`src/rtl/logic_cir_pipe_if.sv`:
```
// rtl/logic_cir_pipe_if.sv - operand/result handshake bundle for logic_cir_pipe
interface logic_cir_pipe_if #(
  parameter int WIDTH = 4
) ();
  logic             in_valid;
  logic             in_ready;
  logic [WIDTH-1:0] a;
  logic [WIDTH-1:0] b;
  logic [WIDTH-1:0] c;
  logic [WIDTH-1:0] d;
  logic [1:0]       op;
  logic             out_valid;
  logic             out_ready;
  logic [WIDTH-1:0] o;

  // Producer/consumer side: drives operands and out_ready, observes results.
  modport master (
    output in_valid, a, b, c, d, op, out_ready,
    input  in_ready, out_valid, o
  );

  // Pipeline side.
  modport slave (
    input  in_valid, a, b, c, d, op, out_ready,
    output in_ready, out_valid, o
  );
endinterface

```
`src/rtl/logic_cir_pipe.sv`:
```
// rtl/logic_cir_pipe.sv - two-stage bitwise AND/NOR/XOR/CIR pipeline; optional LOGIC_CIR_PARITY_EN adds o_par
module logic_cir_pipe #(
  parameter int WIDTH = 4,
  parameter int CNT_W = 8
) (
  input  logic             clk,
  input  logic             rst_n,
  logic_cir_pipe_if.slave  bus,
  output logic [CNT_W-1:0] cnt
`ifdef LOGIC_CIR_PARITY_EN
  ,
  output logic             o_par
`endif
);

  // Stage 1 holds the three partial terms so stage 2 only has to select.
  logic [WIDTH-1:0] s1_p;
  logic [WIDTH-1:0] s1_q;
  logic [WIDTH-1:0] s1_x;
  logic [1:0]       s1_op;
  logic             s1_valid;

  logic [WIDTH-1:0] o_q;
  logic             out_valid_q;
  logic [WIDTH-1:0] o_next;

  logic s1_load;
  logic s2_load;
  logic out_xfer;
  logic ready_int;

  assign out_xfer  = out_valid_q & bus.out_ready;
  assign s2_load   = s1_valid & (~out_valid_q | bus.out_ready);
  // No skid buffer: S1 can only take new data if it is empty or will drain this edge.
  assign ready_int = ~s1_valid | ~out_valid_q | bus.out_ready;
  assign s1_load   = bus.in_valid & ready_int;

  // While reset is held the pipeline is being emptied, so advertise ready.
  assign bus.in_ready  = ~rst_n | ready_int;
  assign bus.out_valid = out_valid_q;
  assign bus.o         = o_q;

  // Select the stage-2 result from the captured op.
  always_comb begin
    o_next = '0;
    case (s1_op)
      2'd0:    o_next = s1_p;
      2'd1:    o_next = s1_q;
      2'd2:    o_next = s1_x;
      default: o_next = s1_p ^ s1_q;
    endcase
  end

  // Stage 1: capture partial terms and op on input transfer; empty when drained.
  always_ff @(posedge clk) begin
    if (!rst_n) begin
      s1_p     <= '0;
      s1_q     <= '0;
      s1_x     <= '0;
      s1_op    <= '0;
      s1_valid <= 1'b0;
    end else if (s1_load) begin
      s1_p     <= bus.a & bus.b;
      s1_q     <= ~(bus.c | bus.d);
      s1_x     <= bus.a ^ bus.b;
      s1_op    <= bus.op;
      s1_valid <= 1'b1;
    end else if (s2_load) begin
      s1_valid <= 1'b0;
    end
  end

  // Stage 2: result register; holds under stall, clears valid after delivery.
  always_ff @(posedge clk) begin
    if (!rst_n) begin
      o_q         <= '0;
      out_valid_q <= 1'b0;
    end else if (s2_load) begin
      o_q         <= o_next;
      out_valid_q <= 1'b1;
    end else if (out_xfer) begin
      out_valid_q <= 1'b0;
    end
  end

  // Delivered-result counter, wraps silently.
  always_ff @(posedge clk) begin
    if (!rst_n) begin
      cnt <= '0;
    end else if (out_xfer) begin
      cnt <= cnt + 1'b1;
    end
  end

`ifdef LOGIC_CIR_PARITY_EN
  // Parity travels with o so it is stable exactly when o is.
  always_ff @(posedge clk) begin
    if (!rst_n) begin
      o_par <= 1'b0;
    end else if (s2_load) begin
      o_par <= ^o_next;
    end
  end
`endif

endmodule

```
`src/flat_wrapper.sv`:
```
// flat-port wrapper written by rule: the top's interface ports become plain ports
module logic_cir_pipe_flat 
#(
  parameter int WIDTH = 4,
  parameter int CNT_W = 8
)
  (clk, rst_n, cnt, bus_in_valid, bus_a, bus_b, bus_c, bus_d, bus_op, bus_out_ready, bus_in_ready, bus_out_valid, bus_o);
  logic_cir_pipe_if #(.WIDTH(WIDTH)) bus_i ();
  input  logic clk;
  input  logic rst_n;
  output logic [CNT_W-1:0] cnt;
  input wire logic [$bits(bus_i.in_valid)-1:0] bus_in_valid;
  input wire logic [$bits(bus_i.a)-1:0] bus_a;
  input wire logic [$bits(bus_i.b)-1:0] bus_b;
  input wire logic [$bits(bus_i.c)-1:0] bus_c;
  input wire logic [$bits(bus_i.d)-1:0] bus_d;
  input wire logic [$bits(bus_i.op)-1:0] bus_op;
  input wire logic [$bits(bus_i.out_ready)-1:0] bus_out_ready;
  output wire logic [$bits(bus_i.in_ready)-1:0] bus_in_ready;
  output wire logic [$bits(bus_i.out_valid)-1:0] bus_out_valid;
  output wire logic [$bits(bus_i.o)-1:0] bus_o;
  assign bus_i.in_valid = bus_in_valid;
  assign bus_i.a = bus_a;
  assign bus_i.b = bus_b;
  assign bus_i.c = bus_c;
  assign bus_i.d = bus_d;
  assign bus_i.op = bus_op;
  assign bus_i.out_ready = bus_out_ready;
  assign bus_in_ready = bus_i.in_ready;
  assign bus_out_valid = bus_i.out_valid;
  assign bus_o = bus_i.o;
  logic_cir_pipe #(.WIDTH(WIDTH), .CNT_W(CNT_W)) u_core (.clk(clk), .rst_n(rst_n), .bus(bus_i), .cnt(cnt));
endmodule
```
`config.mk`:
```
export PLATFORM = sky130hd
export DESIGN_NAME = logic_cir_pipe_flat
export DESIGN_NICKNAME = d
export VERILOG_FILES = /design/src/rtl/logic_cir_pipe_if.sv /design/src/rtl/logic_cir_pipe.sv /design/src/flat_wrapper.sv
export SDC_FILE = /design/constraint.sdc
export NUM_CORES = 1
export LEC_CHECK = 0
export ABC_AREA = 1
export BUFFER_PORTS_ARGS = -buffer_cell sky130_fd_sc_hd__buf_2
export CAP_MARGIN = 0
export CELL_PAD_IN_SITES_DETAIL_PLACEMENT = 1
export CELL_PAD_IN_SITES_GLOBAL_PLACEMENT = 1
export CORE_UTILIZATION = 30
export DETAILED_ROUTE_END_ITERATION = 6
export HOLD_SLACK_MARGIN = 0.02
export PLACE_DENSITY = 0.78
export SLEW_MARGIN = 15
export SYNTH_ARGS = -nofsm -noshare
export SYNTH_HDL_FRONTEND = slang
export SYNTH_SLANG_ARGS = --single-unit
```
`constraint.sdc`:
```
create_clock -name clk -period 1.1 [get_ports clk]
set_input_delay 0.11 -clock clk [delete_from_list [all_inputs] [get_ports clk]]
set_output_delay 0.11 -clock clk [all_outputs]
set_load 0.005 [all_outputs]
```
==> results.json, run 1 <==
{
  "hold_class": "in2reg",
  "dieWidth_um": 67.70,
  "cp_max_fo": 5,
  "crit_path_end_kind": "register",
  "cts_hold_buf": 0,
  "pre_cts_slack_ns": -0.04632,
  "cp_slowest_cell": "dfxtp_4",
  "synth_top_cell_area_share": 0.4329,
  "rsz0062_at_grt": "true",
  "grt_max_degree": 18,
  "root_buffer": "clkbuf_8",
  "grt_util_all_layers": 0.1468,
  "setup_viol": 0,
  "seq_area_frac_synth": 0.4329,
  "hpwl_um": 2453,
  "seqPwrFrac": 0.580,
  "drt_first_pass_iters": 4,
  "placementRows": 23,
  "clk_pin_slew_ns": 0.09,
  "die_y_um": 67.70,
  "path_cells": "nand2_1 -> inv_2 -> nand3_2 -> inv_2 -> nand3_1 -> nand2_1 -> nand2_1 -> nor2_1",
  "cp.required_ns": 1.31,
  "whs_ns": 0.08419,
  "finalCritPeriodShare": 0.9834,
  "antenna_cells": 0,
  "syn_area_per_cell_um2": 7.275,
  "drtIter0Drc": 56,
  "irDropWorstVdd_v": 0.0004067,
  "power_frac_comb": 0.133,
  "cpMostUsedCell": "nand2_1",
  "synth_area_leaders": "dfxtp_1, o21ai_0, nor2_1",
  "grt.overflow.total": 0,
  "max_slew_margin": 0.8426,
  "setup_tns_ns": 0,
  "wl_um": 3187,
  "clock_skew_ns": 0.002398,
  "drc": 0,
  "syn_inst": 178,
  "viasPerCell": 4.738,
  "port_buffers": 35,
  "grt_pass1_wl_um": 5078,
  "clk-insertion-delay-late_ns": 0.27,
  "ys_ff_latch": 28,
  "grt_pass1_vias": 1191,
  "syn2layout_area_growth_pct": 27.25,
  "ys_types": 21,
  "cts.sinks": 28,
  "cts_buffers": 3,
  "power.internal_mw": 1.428,
  "core-area_um2": 4086,
  "worstSetupPathType": "reg2reg",
  "p_switching_mw": 0.4868,
  "cp_slowest_stage_delay_ns": 0.39,
  "async_flop_share": 0,
  "drive_gt1_frac": 0.2949,
  "gp_congestion": 0.7828,
  "antenna_found_initial": 0,
  "status": "finished, final reports clean",
  "clkPwrFrac": 0.287,
  "fmax_mhz": 924.4,
  "hold_violations": 0,
  "die_area_um2": 4583,
  "layout_setup_ws_ns": 0.01824,
  "period_needed_ns": 1.082,
  "h-tree-depth": 1,
  "cts_tree": "done",
  "cellPowerDensity_nw_per_um2": 1162,
  "synth_edf_count": 0,
  "netlist_area_um2": 1295,
  "start_kind": "register",
  "cap_violations": 0,
  "synth_top_area_cell": "dfxtp_1",
  "maxSlewViolCount": 0,
  "start_util": 0.3169,
  "max-clock-path-buffers": 2,
  "utilization": 0.4032,
  "synthFlopType": "dfxtp_1",
  "tightest_slew_ns": 0.2359,
  "p_leak_nw": 0.7904,
  "ys_warn_count": 0,
  "fin_nets": 246,
  "cts_setup_buffers": 0,
  "switching_share": 0.2542,
  "io_pins": 36,
  "antenna_left": 0,
  "arrival_ns": 1.30,
  "syn_nets": 205,
  "wl_per_cell_um": 11.94,
  "via_count": 1265
}
worst paths after layout:
kind                                          start                            to  slack [ns]  depth (start not counted)
setup / recovery  u_core.bus.out_valid$_SDFFE_PN0P_    u_core.cnt[6]$_SDFFE_PN0P_        0.02                          8
hold / removal                            bus_op[0]  u_core.s1_op[0]$_SDFFE_PN0P_        0.08                          3
setup reg to reg  u_core.bus.out_valid$_SDFFE_PN0P_    u_core.cnt[6]$_SDFFE_PN0P_        0.02                          8
hold reg to reg        u_core.bus.o[3]$_SDFFE_PN0P_  u_core.bus.o[3]$_SDFFE_PN0P_        0.46                          2
logic make-up after synthesis:
kind of cell               share of synthesized area
adders and majority gates                    0.04831
buffers and inverters                        0.08503
and+or+nand+nor                               0.2715
DFF                                           0.4329
AOI/OAI and AO/OA                             0.1623
cell usage in the layout (no fill, tap or decap), drive strengths merged:
| cell type | netlist | final |
|---|---|---|
| a21oi | 11 | 11 |
| buf | 4 | 41 |
| clkbuf | 1 | 3 |
| dfxtp | 28 | 28 |
| ha | 5 | 5 |
| inv | 20 | 20 |
| nand2 | 30 | 30 |
| nand3 | 13 | 13 |
| nand3b | 1 | 1 |
| nand4 | 2 | 2 |
| nor2 | 33 | 33 |
| nor3 | 2 | 2 |
| o211a | 3 | 3 |
| o21ai | 25 | 25 |
power by group through the flow:
stage / Clock, mW / Sequential (mW) / Combinational [mW]
finish: 0.551 / 1.11 / 0.254
detailed placement: 0 / 1.13 / 0.252
CTS: 0.571 / 1.11 / 0.257
global placement: 0 / 1.13 / 0.247
global route: 0.613 / 1.12 / 0.294
floorplan: 0 / 1.12 / 0.149
worst max-delay path, delay by kind of cell, from the launching register on:
kind	cells	cell delay [ns]
AND/OR/NAND/NOR	6	0.44
flip-flops	1	0.39
buffers and inverters	2	0.20
cell type report:
type                    instances  area [um^2]
clock buffers                   3        41.29
fillers                       547         2439
inverters                      20        77.57
multi-input cells             125        659.4
flip-flops and latches         28        574.3
well taps                      50        62.56
repair buffers                 41        232.7
per-layer routing:
layer	track usage	up-vias	share of wire
li1	-	663	-
met1	0.1717	581	0.45
met2	0.2698	17	0.52
met3	0.02027	4	0.024
met4	0.04787	0	0.013
met5	0	-	0
metrics by stage:
step                power, mW  cell area, um^2  cells
floorplan               1.268             1295    178
global placement        1.376             1558    264
detailed placement      1.382             1558    264
CTS                     1.938             1624    267
global route            2.028             1648    267
finish                  1.915             1648    267
registers in the layout (all words and copies together) (netlist names):
register	count
u_core.s1_op	2
u_core.bus.out_valid	1
u_core.s1_p	4
u_core.bus.o	4
u_core.s1_q	4
u_core.s1_x	4
u_core.s1_valid	1
u_core.cnt	8
synth_stat cells, types with 2 or more instances:
| master | n |
|---|---|
| buf_2 | 2 |
| o211a_1 | 3 |
| nor2_1 | 32 |
| o21ai_0 | 25 |
| nor3_1 | 2 |
| ha_1 | 5 |
| a21oi_1 | 11 |
| nand2_1 | 29 |
| nand4_1 | 2 |
| nand3_2 | 2 |
| dfxtp_1 | 28 |
| nand3_1 | 11 |
| inv_1 | 17 |
| inv_2 | 2 |
what timing repair did:
item / 4_1_cts / 5_1_grt
setup endpoints to repair: 8 / 12
gates resized for setup: 10 / 8
pin swaps: 2 / 3
cloned: 0 / 0
Note: power is estimated with default switching activity, not from simulation.
==> run 2: changes to the inputs <==
==> constraint.sdc (replaced) <==
create_clock -name clk -period 1.3 [get_ports clk]
set_input_delay 0.13 -clock clk [delete_from_list [all_inputs] [get_ports clk]]
set_output_delay 0.13 -clock clk [all_outputs]
set_load 0.005 [all_outputs]
==> run 2 against run 1 <==
  * Flip-flop and latch count unchanged
  * Worst setup slack improved by 0.10 ns
  * Critical path depth decreased by 4
  * Clock power increased by 25%
  * Utilization decreased by 1.5 points
  * First-iteration DRC count decreased by 57%
  * Power decreased by 5.1%
  * Global-route usage increased by 0.44 points
  * Critical endpoint is now bus_in_ready
==> results.json, run 2 (synthesis gave the netlist of run 1 again) <==
{
  "drive_gt1_frac": 0.2290,
  "drc": 0,
  "worstSetupPathType": "reg2out",
  "clk-insertion-delay-late_ns": 0.28,
  "arrival_ns": 1.05,
  "maxSlewViolCount": 0,
  "cts_tree": "done",
  "cts.sinks": 28,
  "start_kind": "register",
  "largest_register": "u_core.cnt",
  "cts_buffers": 3,
  "whs_ns": 0.09979,
  "p_leak_nw": 0.7831,
  "core-area_um2": 4086,
  "viasPerCell": 4.777,
  "finalCritPeriodShare": 0.9072,
  "start_util": 0.3169,
  "max_slew_margin": 0.8024,
  "tightest_slew_ns": 0.2961,
  "hold_class": "in2reg",
  "period_needed_ns": 1.179,
  "power_frac_comb": 0.104,
  "clock_skew_ns": 0.003192,
  "grt_util_all_layers": 0.1512,
  "cp.required_ns": 1.17,
  "die_area_um2": 4583,
  "io_pins": 36,
  "syn2layout_area_growth_pct": 22.61,
  "antenna_left": 0,
  "grt_pass1_vias": 1160,
  "die_y_um": 67.70,
  "clk_pin_slew_ns": 0.10,
  "p_switching_mw": 0.4198,
  "cellPowerDensity_nw_per_um2": 1145,
  "switching_share": 0.2310,
  "seqPwrFrac": 0.518,
  "drt_first_pass_iters": 4,
  "p_total_mw": 1.817,
  "wl_um": 3160,
  "via_count": 1261,
  "drtIter0Drc": 24,
  "cts_hold_buf": 0,
  "antenna_found_initial": 0,
  "rsz0062_at_grt": "false",
  "irDropWorstVdd_v": 0.0004723,
  "hold_violations": 0,
  "antenna_cells": 0,
  "clkPwrFrac": 0.378,
  "cp_max_fo": 5,
  "nFillCells": 526,
  "root_buffer": "clkbuf_8",
  "place_area_um2": 1515,
  "wl_per_cell_um": 11.97,
  "regToRegSetupSlack_ns": 0.18,
  "grt_max_degree": 17,
  "grt.overflow.total": 0,
  "port_buffers": 35,
  "final_cells": 264,
  "hpwl_um": 2368,
  "fmax_mhz": 847.9,
  "placementRows": 23,
  "largest_reg_flops": 8,
  "final_common_cell": "buf_2",
  "gp_congestion": 0.7682,
  "most-common-layout-cells": "buf_2, nor2_1, nand2_1, dfxtp_1, o21ai_0",
  "setup_viol": 0,
  "status": "finished, final reports clean",
  "crit_path_end_kind": "output port",
  "setup_tns_ns": 0,
  "power.internal_mw": 1.398,
  "post-place-cells": 260,
  "h-tree-depth": 1,
  "max-clock-path-buffers": 2,
  "grt_pass1_wl_um": 5161,
  "stdcell_area_um2": 1588,
  "fin_nets": 242,
  "dieWidth_um": 67.70,
  "cap_violations": 0
}
==> run 2: cell types whose count changed in the layout (fill, tap and decap cells not counted), sizes merged <==
cell / previous run / this run
buf: 41 / 37
bufinv: 0 / 1
==> run 2: critical path: stages (launching register included) <==
cell	delay (ns)
dfxtp_2	0.39
nand3_2	0.13
inv_1	0.07
nand2_1	0.05
buf_2	0.13
==> run 2: final timing paths <==
kind / startpoint / end / cells past startpoint
max: u_core.bus.out_valid$_SDFFE_PN0P_ / bus_in_ready / 4
min: bus_op[1] / u_core.s1_op[1]$_SDFFE_PN0P_ / 3
max reg2reg: u_core.cnt[0]$_SDFFE_PN0P_ / u_core.cnt[4]$_SDFFE_PN0P_ / 4
min reg2reg: u_core.bus.o[2]$_SDFFE_PN0P_ / u_core.bus.o[2]$_SDFFE_PN0P_ / 2
==> run 2: area by class of cell <==
cell class	instances	area, um^2	area share
clock buffer	3	41.29	0.02600
clock inverter	1	30.03	0.01891
inverter	20	77.57	0.04886
multi-input combinational	125	624.3	0.3932
sequential	28	561.8	0.3538
tap	50	62.56	0.03940
timing repair buffer	37	190.2	0.1198
==> run 2: layer usage <==
layer | share of wire | global-route usage | up-vias | wire length (um)
li1 | - | - | 648 | -
met1 | 0.44 | 0.1793 | 590 | 1388
met2 | 0.51 | 0.2686 | 19 | 1622
met3 | 0.031 | 0.02027 | 4 | 97
met4 | 0.016 | 0.06383 | 0 | 51
met5 | 0 | 0 | - | 0
==> run 2: power groups by stage <==
stage | clock network (mW) | logic [mW] | registers [mW]
6_report | 0.687 | 0.189 | 0.941
5_1_grt | 0.742 | 0.222 | 0.948
4_1_cts | 0.705 | 0.195 | 0.941
3_5_place_dp | 0 | 0.193 | 0.960
3_3_place_gp | 0 | 0.188 | 0.958
2_1_floorplan | 0 | 0.126 | 0.947
==> run 2: what timing repair did <==
action / 4_1_cts / 5_1_grt
setup buffers: 0 / 0
setup endpoints to repair: 0 / 1
gates resized for setup: 0 / 1
==> run 2: per-stage QoR <==
step                utilization  worst slack (ns)
detailed placement       0.3708            0.1385
global placement         0.3708            0.2127
global route             0.3885           0.03822
floorplan                     -            0.2255
finish                   0.3885            0.1206
CTS                      0.3882           0.04166
==> run 3: changes to the inputs <==
==> constraint.sdc (replaced) <==
create_clock -name clk -period 1.5 [get_ports clk]
set_input_delay 0.15 -clock clk [delete_from_list [all_inputs] [get_ports clk]]
set_output_delay 0.15 -clock clk [all_outputs]
set_load 0.005 [all_outputs]
==> run 3 against run 2 <==
  * Critical path depth unchanged
  * Flip-flop and latch count unchanged
  * Hold slack better by 0.031 ns
  * Highest routed layer unchanged
  * Via count down 2.3%
  * Final cell count down 1.1%
  * Power down 25%
==> results.json, run 3 (synthesis gave the netlist of run 1 again) <==
{
  "hold_class": "in2reg",
  "clk-insertion-delay-late_ns": 0.27,
  "cts_setup_buffers": 0,
  "cp_slowest_cell": "dfxtp_1",
  "most-common-layout-cells": "buf_2, nor2_1, nand2_1, dfxtp_1, o21ai_0",
  "final_common_cell": "buf_2",
  "irDropWorstVdd_v": 0.0003156,
  "viasPerCell": 4.720,
  "max_slew_margin": 0.7606,
  "die_area_um2": 4583,
  "core-area_um2": 4086,
  "rsz0062_at_grt": "false",
  "cp_max_fo": 5,
  "placementRows": 23,
  "root_buffer": "clkbuf_8",
  "cp_slowest_stage_delay_ns": 0.42,
  "cts_resized": 0,
  "fin_nets": 240,
  "antenna_found_initial": 0,
  "io_pins": 36,
  "cts.sinks": 28,
  "start_util": 0.3169,
  "final_cells": 261,
  "regToRegSetupSlack_ns": 0.35,
  "cts_buffers": 3,
  "cp.depth": 4,
  "r2r_end": "u_core.s1_q[0]$_SDFFE_PN0P_",
  "cpLargestDelayFamily": "flip-flops",
  "status": "finished, final reports clean",
  "hold_violations": 0,
  "grt_max_degree": 23,
  "grt.overflow.total": 0,
  "clk_pin_slew_ns": 0.09,
  "cp.required_ns": 1.35,
  "hpwl_um": 2344,
  "gp_congestion": 0.7389,
  "grt_pass1_vias": 1198,
  "maxSlewViolCount": 0,
  "startpoint": "u_core.bus.out_valid$_SDFFE_PN0P_",
  "die_y_um": 67.70,
  "period_needed_ns": 1.241,
  "wl_um": 2915,
  "setup_tns_ns": 0,
  "path_buf_inv": 2,
  "start_kind": "register",
  "wl_per_cell_um": 11.17,
  "drt_first_pass_iters": 4,
  "fmax_mhz": 806.1,
  "largest_reg_flops": 8,
  "finalCritPeriodShare": 0.8271,
  "clock_skew_ns": 0.004893,
  "port_buffers": 35,
  "cellPowerDensity_nw_per_um2": 884.9,
  "crit_path_end_kind": "output port",
  "h-tree-depth": 1,
  "cp-endpoint": "bus_in_ready",
  "post-place-cells": 258,
  "path_cells": "nand3_2 -> inv_1 -> nand2_1 -> buf_2",
  "antenna_cells": 0,
  "grt_pass1_wl_um": 5064,
  "drive_gt1_frac": 0.2133,
  "tightest_slew_ns": 0.3591,
  "p_total_mw": 1.364,
  "via_count": 1232,
  "nFillCells": 530,
  "r2r.worst_path.cells": 4,
  "max-clock-path-buffers": 2,
  "cts_tree": "done",
  "drtIter0Drc": 42,
  "p_leak_nw": 0.7586,
  "drc": 0,
  "r2r-start": "u_core.bus.out_valid$_SDFFE_PN0P_",
  "cap_violations": 0,
  "arrival_ns": 1.09,
  "worstSetupPathType": "reg2out",
  "setup_viol": 0,
  "dieWidth_um": 67.70,
  "largest_register": "u_core.cnt",
  "syn2layout_area_growth_pct": 19.03,
  "cts_hold_buf": 0,
  "antenna_left": 0,
  "grt_util_all_layers": 0.1442
}
[run 3: changes by cell type in the layout (fill, tap and decap cells not counted)]
cell       before  now
dfxtp_2         1    0
dfxtp_1        27   28
bufinv_16       1    0
buf_4           2    0
[run 3: power by group]
part           switching (mW)  internal, mW  total [mW]  leakage [nW]
clock network           0.212         0.180       0.392        0.0216
logic                  0.0876        0.0696       0.157         0.507
registers              0.0345         0.780       0.814         0.230
[run 3: worst min-delay path by stage]
stage,from,endpoint,cells after the start
global placement,bus_op[1],u_core.s1_op[1]$_SDFFE_PN0P_,3
floorplan,rst_n,u_core.cnt[3]$_SDFFE_PN0P_,2
CTS,bus_op[1],u_core.s1_op[1]$_SDFFE_PN0P_,3
detailed placement,bus_op[1],u_core.s1_op[1]$_SDFFE_PN0P_,3
finish,bus_op[1],u_core.s1_op[1]$_SDFFE_PN0P_,3
global route,bus_op[1],u_core.s1_op[1]$_SDFFE_PN0P_,3
[run 3: final cells by class]
| cell class | instances | area (um^2) | share of cell area |
|---|---|---|---|
| Multi-Input combinational cell | 125 | 624.3 | 0.4050 |
| Tap cell | 50 | 62.56 | 0.04058 |
| Clock buffer | 3 | 41.29 | 0.02679 |
| Inverter | 20 | 77.57 | 0.05032 |
| Timing Repair Buffer | 35 | 175.2 | 0.1136 |
| Sequential cell | 28 | 560.5 | 0.3636 |
[run 3: layer usage]
layer  track usage  share of wire
met1        0.1722           0.47
met2        0.2599           0.49
met3       0.01520          0.023
met4       0.05585          0.018
met5             0              0
[run 3: worst register-to-register path, stage by stage, from the launching register on]
cell and delay [ns]:
dfxtp_1 0.42, nand3_2 0.14, nand2_4 0.17, inv_4 0.10, o211a_1 0.22
[run 3: per-stage QoR]
stage / setup slack (ns) / util / instance area (um^2) / hold WS, ns
2_1_floorplan: 0.4255 / - / 1295 / 0.2884
3_5_place_dp: 0.3307 / 0.3671 / 1500 / 0.4169
6_report: 0.2594 / 0.3772 / 1541 / 0.1308
4_1_cts: 0.2314 / 0.3772 / 1541 / 0.1362
3_3_place_gp: 0.4084 / 0.3671 / 1500 / 0.4031
5_1_grt: 0.1420 / 0.3772 / 1541 / 0.1528
